**config.mk**
```make
export PLATFORM = sky130hd
export DESIGN_NAME = gdp_feeder
export DESIGN_NICKNAME = d
export VERILOG_FILES = /design/src/rtl/gdp_feeder.sv
export SDC_FILE = /design/constraint.sdc
export NUM_CORES = 1
export LEC_CHECK = 0
export CELL_PAD_IN_SITES_DETAIL_PLACEMENT = 1
export CELL_PAD_IN_SITES_GLOBAL_PLACEMENT = 1
export CORE_ASPECT_RATIO = 1.5
export CORE_UTILIZATION = 45
export CTS_CLUSTER_SIZE = 20
export DETAILED_ROUTE_END_ITERATION = 12
export PLACE_DENSITY = 0.88
export SYNTH_ARGS = -nofsm -noshare
export SYNTH_HDL_FRONTEND = slang
export SYNTH_SLANG_ARGS = --single-unit
```
**constraint.sdc**
```tcl
create_clock -name clk -period 4.92 [get_ports clk]
set_input_delay 1.476 -clock clk [delete_from_list [all_inputs] [get_ports clk]]
set_output_delay 1.476 -clock clk [all_outputs]
set_load 0.01 [all_outputs]
```
**src/rtl/gdp_feeder.sv**
```systemverilog
// Observation feeder for a Gaussian-distance scoring stage: buffers one vector, then streams
// per-state COMP/DRAIN/KEY slots with parameter-memory reads and 2-cycle-lagged registered operands.
module gdp_feeder #(
    parameter int NUM_COMP   = 8,
    parameter int NUM_STATES = 16,
    parameter int DRAIN      = 3,
    parameter int ADDR_W     = 12,
    parameter int STATE_W    = 8
) (
    input  logic               clk,
    input  logic               reset,
    input  logic               obs_valid,
    input  logic [15:0]        obs_data,
    output logic               obs_ready,
    input  logic               start,
    output logic               param_rd,
    output logic [ADDR_W-1:0]  param_addr,
    input  logic [31:0]        param_data,
    output logic [15:0]        x,
    output logic [15:0]        omega,
    output logic [15:0]        mean,
    output logic [15:0]        k,
    output logic               first_calc,
    output logic               last_calc,
    output logic [STATE_W-1:0] state_id,
    output logic               busy,
    output logic               done
);

    localparam int S      = NUM_COMP + DRAIN + 1;
    localparam int SLOT_W = $clog2(S);
    localparam int PTR_W  = (NUM_COMP > 1) ? $clog2(NUM_COMP) : 1;

    localparam logic [SLOT_W-1:0]  NC_SLOT  = SLOT_W'(NUM_COMP);
    localparam logic [SLOT_W-1:0]  KEY_SLOT = SLOT_W'(NUM_COMP + DRAIN);
    localparam logic [PTR_W-1:0]   LAST_PTR = PTR_W'(NUM_COMP - 1);
    localparam logic [ADDR_W-1:0]  STRIDE   = ADDR_W'(NUM_COMP + 1);
    localparam logic [ADDR_W-1:0]  KEY_OFS  = ADDR_W'(NUM_COMP);
    localparam logic [STATE_W-1:0] LAST_SID = STATE_W'(NUM_STATES - 1);

    localparam logic [2:0] ST_IDLE   = 3'd0;
    localparam logic [2:0] ST_LOAD   = 3'd1;
    localparam logic [2:0] ST_LOADED = 3'd2;
    localparam logic [2:0] ST_RUN    = 3'd3;
    localparam logic [2:0] ST_FLUSH  = 3'd4;

    logic [2:0]         state_q, state_d;
    logic [PTR_W-1:0]   wr_ptr_q, wr_ptr_d;
    logic [SLOT_W-1:0]  slot_q, slot_d;
    logic [ADDR_W-1:0]  base_q, base_d;
    logic [STATE_W-1:0] sid_q, sid_d;
    logic               flush_q, flush_d;
    logic               done_q, done_d;

    logic [15:0]        buf_q [0:(1 << PTR_W) - 1];

    logic               p1_comp_q, p1_key_q, p1_first_q;
    logic [PTR_W-1:0]   p1_c_q;
    logic [STATE_W-1:0] p1_sid_q;

    logic [15:0]        x_q, omega_q, mean_q, k_q;
    logic               first_q, last_q;
    logic [STATE_W-1:0] state_id_q;

    logic accept, in_run, is_comp, is_key;

    assign obs_ready = (state_q == ST_IDLE) || (state_q == ST_LOAD);
    assign accept    = obs_valid && obs_ready;
    assign in_run    = (state_q == ST_RUN);
    assign is_comp   = in_run && (slot_q < NC_SLOT);
    assign is_key    = in_run && (slot_q == KEY_SLOT);
    assign busy      = in_run || (state_q == ST_FLUSH);
    assign done      = done_q;

    // DRAIN slots fall through to base+slot; the address is unused there.
    assign param_rd   = is_comp || is_key;
    assign param_addr = !in_run ? '0 :
                        is_key  ? base_q + KEY_OFS :
                                  base_q + ADDR_W'(slot_q);

    always_comb begin
        state_d  = state_q;
        wr_ptr_d = wr_ptr_q;
        slot_d   = slot_q;
        base_d   = base_q;
        sid_d    = sid_q;
        flush_d  = flush_q;
        done_d   = 1'b0;
        case (state_q)
            ST_IDLE, ST_LOAD: begin
                if (accept) begin
                    state_d  = ST_LOAD;
                    wr_ptr_d = wr_ptr_q + PTR_W'(1);
                    if (wr_ptr_q == LAST_PTR) begin
                        state_d  = ST_LOADED;
                        wr_ptr_d = '0;
                    end
                end
            end
            ST_LOADED: begin
                if (start) begin
                    state_d = ST_RUN;
                    slot_d  = '0;
                    base_d  = '0;
                    sid_d   = '0;
                end
            end
            ST_RUN: begin
                if (slot_q == KEY_SLOT) begin
                    slot_d = '0;
                    base_d = base_q + STRIDE;
                    sid_d  = sid_q + STATE_W'(1);
                    if (sid_q == LAST_SID) begin
                        state_d = ST_FLUSH;
                        flush_d = 1'b0;
                    end
                end else begin
                    slot_d = slot_q + SLOT_W'(1);
                end
            end
            ST_FLUSH: begin
                flush_d = 1'b1;
                if (flush_q) begin
                    state_d = ST_IDLE;
                    done_d  = 1'b1;
                end
            end
            default: state_d = ST_IDLE;
        endcase
    end

    always_ff @(posedge clk) begin
        if (reset) begin
            state_q  <= ST_IDLE;
            wr_ptr_q <= '0;
            slot_q   <= '0;
            base_q   <= '0;
            sid_q    <= '0;
            flush_q  <= 1'b0;
            done_q   <= 1'b0;
        end else begin
            state_q  <= state_d;
            wr_ptr_q <= wr_ptr_d;
            slot_q   <= slot_d;
            base_q   <= base_d;
            sid_q    <= sid_d;
            flush_q  <= flush_d;
            done_q   <= done_d;
        end
    end

    always_ff @(posedge clk) begin
        if (accept) begin
            buf_q[wr_ptr_q] <= obs_data;
        end
    end

    // Stage 1 follows the issue cycle, stage 2 samples the memory word that arrives with it.
    always_ff @(posedge clk) begin
        if (reset) begin
            p1_comp_q  <= 1'b0;
            p1_key_q   <= 1'b0;
            p1_first_q <= 1'b0;
            p1_c_q     <= '0;
            p1_sid_q   <= '0;
            x_q        <= '0;
            omega_q    <= '0;
            mean_q     <= '0;
            k_q        <= '0;
            first_q    <= 1'b0;
            last_q     <= 1'b0;
            state_id_q <= '0;
        end else begin
            p1_comp_q  <= is_comp;
            p1_key_q   <= is_key;
            p1_first_q <= is_comp && (slot_q == '0);
            p1_c_q     <= is_comp ? PTR_W'(slot_q) : '0;
            p1_sid_q   <= in_run ? sid_q : '0;
            x_q        <= p1_comp_q ? buf_q[p1_c_q] : '0;
            omega_q    <= p1_comp_q ? param_data[31:16] : '0;
            mean_q     <= p1_comp_q ? param_data[15:0] : '0;
            k_q        <= p1_key_q ? param_data[31:16] : '0;
            first_q    <= p1_first_q;
            last_q     <= p1_key_q;
            state_id_q <= p1_sid_q;
        end
    end

    assign x          = x_q;
    assign omega      = omega_q;
    assign mean       = mean_q;
    assign k          = k_q;
    assign first_calc = first_q;
    assign last_calc  = last_q;
    assign state_id   = state_id_q;

endmodule

```
==> results of run 1 <==
## power by group through the flow
stage	Clock [uW]	Combinational, uW	Sequential, uW
after CTS	1800	153	2220
after global routing	1880	162	2220
final	1760	150	2220
after detailed placement	0	151	2260
after global placement	0	139	2260
after floorplan	0	62.8	2260
## flip-flops by register name (all words and copies together) (netlist names)
register,flops
base_q,12
p1_sid_q,8
slot_q,4
wr_ptr_q,3
sid_q,8
p1_comp_q,1
omega,16
mean,16
buf_q,128
flush_q,1
x,16
state_id,8
first_calc,1
p1_first_q,1
k,16
done,1
last_calc,1
state_q,3
p1_c_q,3
p1_key_q,1
## path summary, 6_finish.rpt
| path | depth (start not counted) | end | slack, ns |
|---|---|---|---|
| min | 1 | state_id[7] | 0.44 |
| max | 9 | param_addr[8] | 0.12 |
| max reg2reg | 6 | sid_q[6] | 2.87 |
| min reg2reg | 1 | state_id[7] | 0.44 |
## stage by stage
step,area (um2),total power [uW],hold WS [ns]
after global routing,11600,4260,0.464
after CTS,11600,4170,0.446
final,11600,4130,0.441
after global placement,10900,2400,0.423
after floorplan,9190,2320,0.414
after detailed placement,10900,2410,0.432
## routing by layer
layer | GRT usage | share of wire | vias up
li1 | - | - | 2579
met1 | 0.220 | 0.37 | 2844
met2 | 0.412 | 0.57 | 140
met3 | 0.0358 | 0.042 | 32
met4 | 0.0675 | 0.021 | 0
met5 | 0 | 0 | -
## layout make-up
type                    count  area (um2)  share of cell area
well taps                 260         325              0.0280
inverters                   8        30.0             0.00258
clock inverters            12         100             0.00860
repair buffers            152        1490               0.128
flip-flops and latches    248        6250               0.537
multi-input cells         348        2760               0.237
clock buffers              32         671              0.0577
## kinds of logic (layout without fill, tap and decap cells)
family / after synthesis / in the layout
compound gates: 51 / 51
xor+xnor: 18 / 18
fa+ha+maj: 13 / 13
buf+inv: 40 / 204
flops: 248 / 248
mux: 50 / 50
simple gates: 216 / 216
## cell usage in the layout (no fill, tap or decap), types with 3 or more instances in the layout
| cell | n |
|---|---|
| clkdlybuf4s50_1 | 141 |
| edfxtp_1 | 128 |
| dfxtp_1 | 116 |
| nor2_1 | 59 |
| and2_1 | 58 |
| mux4_2 | 32 |
| nand2_1 | 28 |
| a21oi_1 | 24 |
| clkbuf_16 | 24 |
| mux2i_1 | 18 |
| xnor2_1 | 17 |
| nor3_1 | 15 |
| nor2b_1 | 13 |
| ha_1 | 12 |
| buf_4 | 11 |
| inv_1 | 9 |
| nand2b_1 | 8 |
| o21ai_0 | 6 |
| or3_1 | 6 |
| nand3_1 | 5 |
| clkinv_2 | 5 |
| a211oi_1 | 4 |
| nor4_2 | 4 |
| dfxtp_2 | 4 |
| clkbuf_8 | 4 |
| clkbuf_1 | 4 |
| nand4_1 | 3 |
| and3b_1 | 3 |
| or4_1 | 3 |
## repair_timing
item / in CTS / in global routing
hold buffers: 0 / 0
endpoints found under the hold margin: 0 / 0
gates cloned: 0 / 0
endpoints found under the setup margin: 2 / 2
resized for setup: 1 / 2
==> qor.yml, run 1 <==
outcome:
  status: "finished clean"
logic_synthesis:
  syn_inst: 636
  synth-edff-count: 128
  muxShareOfSynthArea: 0.0981
  synthArstFlopShare: 0
  ys_seq_area_frac: 0.680
  synthAdderAreaFrac: 0.0185
  syn_area_mm2: 0.00919
  yosys_warnings: 0
  synth.top_cell.area_share: 0.418
  synth_most_common_cell: "edfxtp_1"
  synth_xor_area_frac: 0.0172
  ys_ff_latch: 248
  yosysTopAreaCell: "edfxtp_1"
  synth.distinct_cells: 50
  synth_commonest_cells: "edfxtp_1 (128), dfxtp_1 (120), nor2_1 (59)"
  synthTopCellsByArea: "edfxtp_1 (42%), dfxtp_1 (26%), mux4_2 (7.8%)"
  synth_flop_cell: "edfxtp_1"
  synth_area_per_cell_um2: 14.4
  synth_compound_area_frac: 0.0349
  yosys.area_share.simple: 0.130
  syn-num-nets: 701
  synth_top_family_by_area: "simple AND/OR/NAND/NOR gates"
global_route:
  overflow: 0
  grt_pass1_vias: 6179
  grt_pass1_wl_mm: 33.6
  antenna_found_initial: 0
  grt_max_degree: 35
  grtUsageTotal: 0.209
setup_path:
  start_kind: "flop"
  critPathLaunch: "base_q[0]"
  critPathRequiredTime_ns: 3.44
  slowest_delay_ns: 0.55
  crit_top_cell: "o21ai_1"
  critical_path.cell_chain: "ha_1 -> inv_1 -> fa_1 -> nor2b_2 -> o21ai_1 -> a311o_1 -> or4_1 -> o21ai_1 -> clkdlybuf4s50_1"
  end_kind: "output port"
  critical_path_buf_inv_count: 2
  reg2reg_from: "slot_q[0]"
  arrival_ns: 3.33
  crit_path_max_fanout: 7
  worst_path_max_delay_cell: "clkdlybuf4s50_1"
  cp_top_family: "compound AO/OA/AOI/OAI gates"
  critPathKind: "reg2out"
die:
  ios: 142
  core_mm2: 0.0199
  die_w_um: 119
  die_y_um: 177
  rows: 63
  die-area_mm2: 0.0210
  start_util: 0.462
route:
  first_pass_iters: 4
  wl_mm: 21.5
  ant_nets: 0
  wire_per_inst_um: 20.3
  vias: 5595
  first_iter_violations: 340
  drc: 0
  vias_per_cell: 5.28
final_layout:
  nets: 847
  antenna_cells: 0
  area_growth_pct: 26.6
  fin_util: 0.586
  layout-drive-gt1-share: 0.120
  final_cells: 1060
  nFillCells: 1940
place:
  place.gp.congestion: 0.834
  dp_cells: 1016
  post-place-ws_ns: 0.523
  port_buffers: 141
  hpwl_mm: 14.6
sta:
  finalWorstSetupSlack_ns: 0.118
  fin_crit_ns: 4.80
  maxSlewViolCount: 0
  period_share: 0.976
  fin_setup_tns_ns: 0
  setup_viol: 0
  relSlewSlack: 0.222
  fmax_mhz: 208
  tightest_slew_ns: 1.16
  final_hold_viol_count: 0
  grt_setup_unrepaired: "no"
  finClkSkew_ns: 0.00624
power:
  power_frac_comb: 0.036
  swShare: 0.203
  p_leak_uw: 0.00398
  pwr_density_cell_mw_per_mm2: 355
  power_frac_seq: 0.537
  pwr-share-clk: 0.427
  power_switching_uw: 837
  max-vdd-ir-drop_uv: 248
  internal-power_uw: 3290
clock_network:
  clk_pin_slew_worst_paths_ns: 0.06
  clock_sinks: 248
  postCtsSetupBuffers: 0
  clk_latency_ns: 0.51
  root_buffer: "clkbuf_16"
  cts_tree: "yes"
  ctsLongestPathBuffers: 3
  cts_buffers: 24
  cts.htree.levels: 1
worst_hold_path:
  hp-class: "reg2reg"
  min_from: "p1_sid_q[7]"
flow_run:
  max_cap_viol_count: 0
(Power assumes the default switching activity.)
==> run 2: changes to the inputs <==
--- a/config.mk
+++ b/config.mk
@@ -8,10 +8,10 @@
 export CELL_PAD_IN_SITES_DETAIL_PLACEMENT = 1
 export CELL_PAD_IN_SITES_GLOBAL_PLACEMENT = 1
 export CORE_ASPECT_RATIO = 1.5
-export CORE_UTILIZATION = 45
-export CTS_CLUSTER_SIZE = 20
+export CORE_MARGIN = 3
+export CORE_UTILIZATION = 47
 export DETAILED_ROUTE_END_ITERATION = 12
-export PLACE_DENSITY = 0.88
+export PLACE_DENSITY = 0.91
 export SYNTH_ARGS = -nofsm -noshare
 export SYNTH_HDL_FRONTEND = slang
 export SYNTH_SLANG_ARGS = --single-unit
==> run 2 against run 1 <==
Effect of this change: critical endpoint is now param_addr[10]; flip-flop and latch count did not move; sequential share of layout area barely moved; global-route usage fell by 0.15 points; register-to-register slack barely moved; cell count fell by 0.38%; power rose by 0.51%; highest routed layer unchanged; final area barely moved; combinational power barely moved; utilization rose by 2.2 points.
==> qor.yml, run 2 (synthesized netlist as in run 1, its figures left out) <==
outcome:
  status: "finished clean"
sta:
  period_share: 0.958  # -0.0175
  finClkSkew_ns: 0.00654  # +0.000301 ns
  tightest_slew_ns: 1.19  # +0.0249 ns
  fin_setup_tns_ns: 0  # unchanged
  maxSlewViolCount: 0  # unchanged
  grt_setup_unrepaired: "no"
  setup_viol: 0  # unchanged
  final_hold_viol_count: 0  # unchanged
  fin_hold_ws_ns: 0.442  # +0.000814 ns
  fin_crit_ns: 4.72  # -0.0862 ns
  fmax_mhz: 212  # +1.8%
  relSlewSlack: 0.206  # -0.0167
global_route:
  grt_pass1_vias: 6159  # -0.32%
  grt_use_met2: 0.413  # +0.000809
  grt_pass1_wl_mm: 34.2  # +1.8%
  antenna_found_initial: 1  # +1
  met3_usage: 0.0349  # -0.000903
  use_met1: 0.218  # -0.00187
  top_usage_layer: "met2"
  overflow: 0  # unchanged
  grt_max_degree: 35  # unchanged
  grtUsageTotal: 0.207  # -0.00153
die:
  rows: 62  # -1.6%
  ios: 142  # unchanged
  die_y_um: 177  # +0.14%
  die_w_um: 120  # +1.3%
  die-area_mm2: 0.0213  # +1.4%
  start_util: 0.479  # +0.0170
  core_mm2: 0.0192  # -3.5%
final_layout:
  final_cells: 1056  # -0.38%
  nets: 847  # unchanged
  seq_area_mm2: 0.00625  # unchanged
  multi_input_area_mm2: 0.00276  # about the same
  final_common_cell: "clkdlybuf4s50_1"
  nFillCells: 1862  # -4.0%
  regMostFlops: "buf_q"
  final_cell_mix: "clkdlybuf4s50_1 (140), edfxtp_1 (128), dfxtp_1 (116)"
  largest_reg_flops: 128  # unchanged
  area_growth_pct: 26.7  # about the same
  layout-drive-gt1-share: 0.118  # -0.00235
  fin_util: 0.607  # +0.0216
setup_path:
  start_kind: "flop"
  critical_path.cell_chain: "ha_1 -> inv_1 -> fa_1 -> nor2b_2 -> o21ai_1 -> a311o_1 -> or4_1 -> nand2_1 -> clkdlybuf4s50_1"
  critical_path_buf_inv_count: 2  # unchanged
  critPathKind: "reg2out"
  crit_path_max_fanout: 7  # unchanged
  worst_path_max_delay_cell: "clkdlybuf4s50_1"
  cp_top_family: "simple AND/OR/NAND/NOR gates"
  arrival_ns: 3.24  # -0.09 ns
  critPathRequiredTime_ns: 3.44  # about the same
  slowest_delay_ns: 0.53  # -0.02 ns
  end_kind: "output port"
clock_network:
  clk_latency_ns: 0.50  # about the same
  clock_sinks: 248  # unchanged
  clk_pin_slew_worst_paths_ns: 0.07  # about the same
  cts.htree.levels: 1  # unchanged
  ctsLongestPathBuffers: 3  # unchanged
  postCtsHoldBufs: 0  # unchanged
  cts_tree: "yes"
  postCtsSetupBuffers: 0  # unchanged
  cts_buffers: 23  # -4.2%
  root_buffer: "clkbuf_16"
route:
  ant_nets: 0  # unchanged
  vias: 5569  # -0.46%
  first_pass_iters: 5  # +1
  wire_per_inst_um: 20.8  # +2.7%
  vias_per_cell: 5.27  # about the same
  first_iter_violations: 283  # -17%
  drc: 0  # unchanged
  wl_mm: 22.0  # +2.3%
power:
  max-vdd-ir-drop_uv: 232  # -6.7%
  power_switching_uw: 812  # -3.0%
  pwr-share-clk: 0.430  # +0.003
  power_frac_seq: 0.534  # -0.003
  internal-power_uw: 3340  # +1.4%
  pwr_density_cell_mw_per_mm2: 357  # +0.49%
  swShare: 0.196  # -0.00713
  p_leak_uw: 0.00400  # +0.48%
  power_frac_comb: 0.036  # about the same
worst_hold_path:
  hp-class: "reg2reg"
place:
  dp_cells: 1013  # -0.30%
  port_buffers: 141  # unchanged
  place.gp.congestion: 0.838  # +0.54%
  hpwl_mm: 15.3  # +4.9%
flow_run:
  max_cap_viol_count: 0  # unchanged
[run 2: metal layers]
metal  wire length (um)  part of all wire
met5                  0                 0
met4                524             0.024
met2              12900              0.58
met3               1030             0.047
met1               7600              0.35
[run 2: worst paths after layout]
check                                 start        endpoint  slack (ns)  cells after the start
worst min register to register  p1_sid_q[5]     state_id[5]        0.44                      1
worst max-delay path              base_q[0]  param_addr[10]        0.20                      9
worst max register to register    slot_q[0]       base_q[3]        2.88                      6
worst min-delay path            p1_sid_q[5]     state_id[5]        0.44                      1
[run 2: cell type report]
class	instances	share of cell area
multi-input cells	348	0.237
repair buffers	153	0.129
inverters	8	0.00258
flip-flops and latches	248	0.537
clock inverters	13	0.0119
clock buffers	29	0.0540
well taps	256	0.0275
diodes	1	0.000215
[run 2: power groups by stage]
stage / logic [uW] / registers [uW] / clock network, uW
2_1_floorplan: 62.8 / 2260 / 0
3_3_place_gp: 139 / 2260 / 0
3_5_place_dp: 149 / 2260 / 0
4_1_cts: 151 / 2220 / 1820
5_1_grt: 163 / 2220 / 1920
6_report: 149 / 2220 / 1780
[run 2: timing repair]
action | 4_1_cts | 5_1_grt
pin swaps | 0 | 1
gates resized for setup | 2 | 2
hold endpoints to repair | 0 | 0
endpoints found under the setup margin | 2 | 2
[run 2: per-stage QoR]
| stage | instance area (um2) | power, uW | setup slack, ns |
|---|---|---|---|
| CTS | 11600 | 4190 | 0.00916 |
| finish | 11600 | 4150 | 0.205 |
| global placement | 10900 | 2400 | 0.661 |
| detailed placement | 10900 | 2410 | 0.457 |
| floorplan | 9190 | 2320 | 1.27 |
| global route | 11600 | 4300 | 0.0556 |
==> run 3: changes to the inputs <==
--- a/config.mk
+++ b/config.mk
@@ -12,6 +12,8 @@
 export CORE_UTILIZATION = 47
 export DETAILED_ROUTE_END_ITERATION = 12
 export PLACE_DENSITY = 0.91
+export SKIP_CTS_REPAIR_TIMING = 1
+export SKIP_LAST_GASP = 1
 export SYNTH_ARGS = -nofsm -noshare
 export SYNTH_HDL_FRONTEND = slang
 export SYNTH_SLANG_ARGS = --single-unit
==> run 3 against run 2 <==
Effect of this change: die area stayed put; final area stayed put; utilization stayed put; power hardly changed; critical path type unchanged; critical endpoint unchanged; largest cell class unchanged; largest power group unchanged.
==> qor.yml, run 3 (synthesized netlist as in run 1, its figures left out) <==
clock_network:
  ctsLongestPathBuffers: 3  # unchanged
  clk_pin_slew_worst_paths_ns: 0.07  # about the same
  cts_buffers: 23  # unchanged
  cts.htree.levels: 1  # unchanged
  clock_sinks: 248  # unchanged
  root_buffer: "clkbuf_16"
  cts_tree: "yes"
  clk_latency_ns: 0.50  # about the same
final_layout:
  area_growth_pct: 26.7  # unchanged
  nFillCells: 1862  # unchanged
  fin_util: 0.607  # unchanged
  largest_reg_flops: 128  # unchanged
  final_cell_mix: "clkdlybuf4s50_1 (140), edfxtp_1 (128), dfxtp_1 (116)"
  layout-drive-gt1-share: 0.118  # unchanged
  regMostFlops: "buf_q"
  nets: 847  # unchanged
  final_area_mm2: 0.0116  # unchanged
  final_common_cell: "clkdlybuf4s50_1"
setup_path:
  slowest_delay_ns: 0.53  # about the same
  r2r_end: "base_q[3]"
  start_kind: "flop"
  crit_path_max_fanout: 7  # unchanged
  cp_num_cells: 9  # unchanged
  r2r_slack_ns: 2.88  # about the same
  arrival_ns: 3.24  # about the same
  critical_path_buf_inv_count: 2  # unchanged
  critPathRequiredTime_ns: 3.44  # about the same
  reg2reg_depth: 6  # unchanged
  critical_path.cell_chain: "ha_1 -> inv_1 -> fa_1 -> nor2b_2 -> o21ai_1 -> a311o_1 -> or4_1 -> nand2_1 -> clkdlybuf4s50_1"
  critPathKind: "reg2out"
  end_kind: "output port"
  cp_top_family: "simple AND/OR/NAND/NOR gates"
  worst_path_max_delay_cell: "clkdlybuf4s50_1"
  reg2reg_from: "slot_q[0]"
global_route:
  antenna_found_initial: 1  # unchanged
  grt_pass1_wl_mm: 34.2  # about the same
  grtUsageTotal: 0.207  # about the same
  grt_max_degree: 35  # unchanged
  overflow: 0  # unchanged
  grt_pass1_vias: 6163  # +0.065%
power:
  pwr_density_cell_mw_per_mm2: 356  # about the same
  pwr-share-clk: 0.430  # about the same
  power_frac_seq: 0.534  # about the same
  power_switching_uw: 811  # about the same
  power_frac_comb: 0.036  # about the same
  total_power_uw: 4150  # about the same
  max-vdd-ir-drop_uv: 232  # about the same
  swShare: 0.196  # about the same
  p_leak_uw: 0.00400  # unchanged
  internal-power_uw: 3340  # about the same
outcome:
  status: "finished clean"
place:
  hpwl_mm: 15.3  # unchanged
  place.gp.congestion: 0.838  # unchanged
  placed_area_mm2: 0.0109  # unchanged
  port_buffers: 141  # unchanged
  post-place-ws_ns: 0.457  # unchanged
route:
  drc: 0  # unchanged
  wire_per_inst_um: 20.8  # about the same
  vias_per_cell: 5.28  # +0.16%
  first_iter_violations: 289  # +2.1%
  first_pass_iters: 4  # -1
  vias: 5578  # +0.16%
  wl_mm: 22.0  # about the same
  ant_nets: 0  # unchanged
sta:
  setup_viol: 0  # unchanged
  fmax_mhz: 212  # about the same
  finalWorstSetupSlack_ns: 0.206  # +0.00159 ns
  fin_hold_ws_ns: 0.442  # -0.00000200 ns
  final_hold_viol_count: 0  # unchanged
  period_share: 0.958  # about the same
  tightest_slew_ns: 1.19  # -0.000197 ns
  fin_crit_ns: 4.71  # -0.00159 ns
  grt_setup_unrepaired: "no"
  maxSlewViolCount: 0  # unchanged
  finClkSkew_ns: 0.00804  # +0.00150 ns
  relSlewSlack: 0.206  # about the same
worst_hold_path:
  hp-class: "reg2reg"
  holdPathStages: 1  # unchanged
  min_from: "p1_sid_q[5]"
  whs_endpoint: "state_id[5]"
die:
  ios: 142  # unchanged
  die-area_mm2: 0.0213  # unchanged
  start_util: 0.479  # unchanged
  core_mm2: 0.0192  # unchanged
  die_y_um: 177  # unchanged
  die_w_um: 120  # unchanged
  rows: 62  # unchanged
flow_run:
  max_cap_viol_count: 0  # unchanged
## run 3: cell counts in the layout (fill, tap and decap cells not counted)
Identical to the previous run, type by type.
## run 3: per-stage QoR
stage	TNS, ns	cells
5_1_grt	0	1056
3_5_place_dp	0	1013
6_report	0	1056
4_1_cts	-0.112	1055
3_3_place_gp	0	1013
2_1_floorplan	0	636
## run 3: final cells by class
class | instances | area (um2) | area share
diodes | 1 | 2.50 | 0.000215
well taps | 256 | 320 | 0.0275
clock buffers | 29 | 628 | 0.0540
multi-input cells | 348 | 2760 | 0.237
repair buffers | 153 | 1500 | 0.129
inverters | 8 | 30.0 | 0.00258
flip-flops and latches | 248 | 6250 | 0.537
clock inverters | 13 | 139 | 0.0119
## run 3: layer usage
metal / global-route usage / vias to the layer above / wire [um]
met5: 0 / - / 0
met4: 0.0602 / 0 / 503
met3: 0.0349 / 41 / 1030
met2: 0.412 / 137 / 12900
met1: 0.218 / 2817 / 7610
li1: - / 2583 / -
## run 3: how the worst max path moves through the flow
stage	start	to	slack (ns)
3_3_place_gp	base_q[0]	param_addr[8]	0.66
6_report	base_q[0]	param_addr[10]	0.21
2_1_floorplan	base_q[0]	param_addr[8]	1.27
4_1_cts	base_q[0]	param_addr[8]	-0.08
3_5_place_dp	base_q[0]	param_addr[8]	0.46
5_1_grt	base_q[0]	param_addr[10]	0.06
## run 3: power groups by stage
stage | Combinational (uW) | Sequential [uW] | Clock (uW)
2_1_floorplan | 62.8 | 2260 | 0
3_3_place_gp | 139 | 2260 | 0
3_5_place_dp | 149 | 2260 | 0
4_1_cts | 151 | 2220 | 1820
5_1_grt | 163 | 2220 | 1920
6_report | 149 | 2220 | 1780
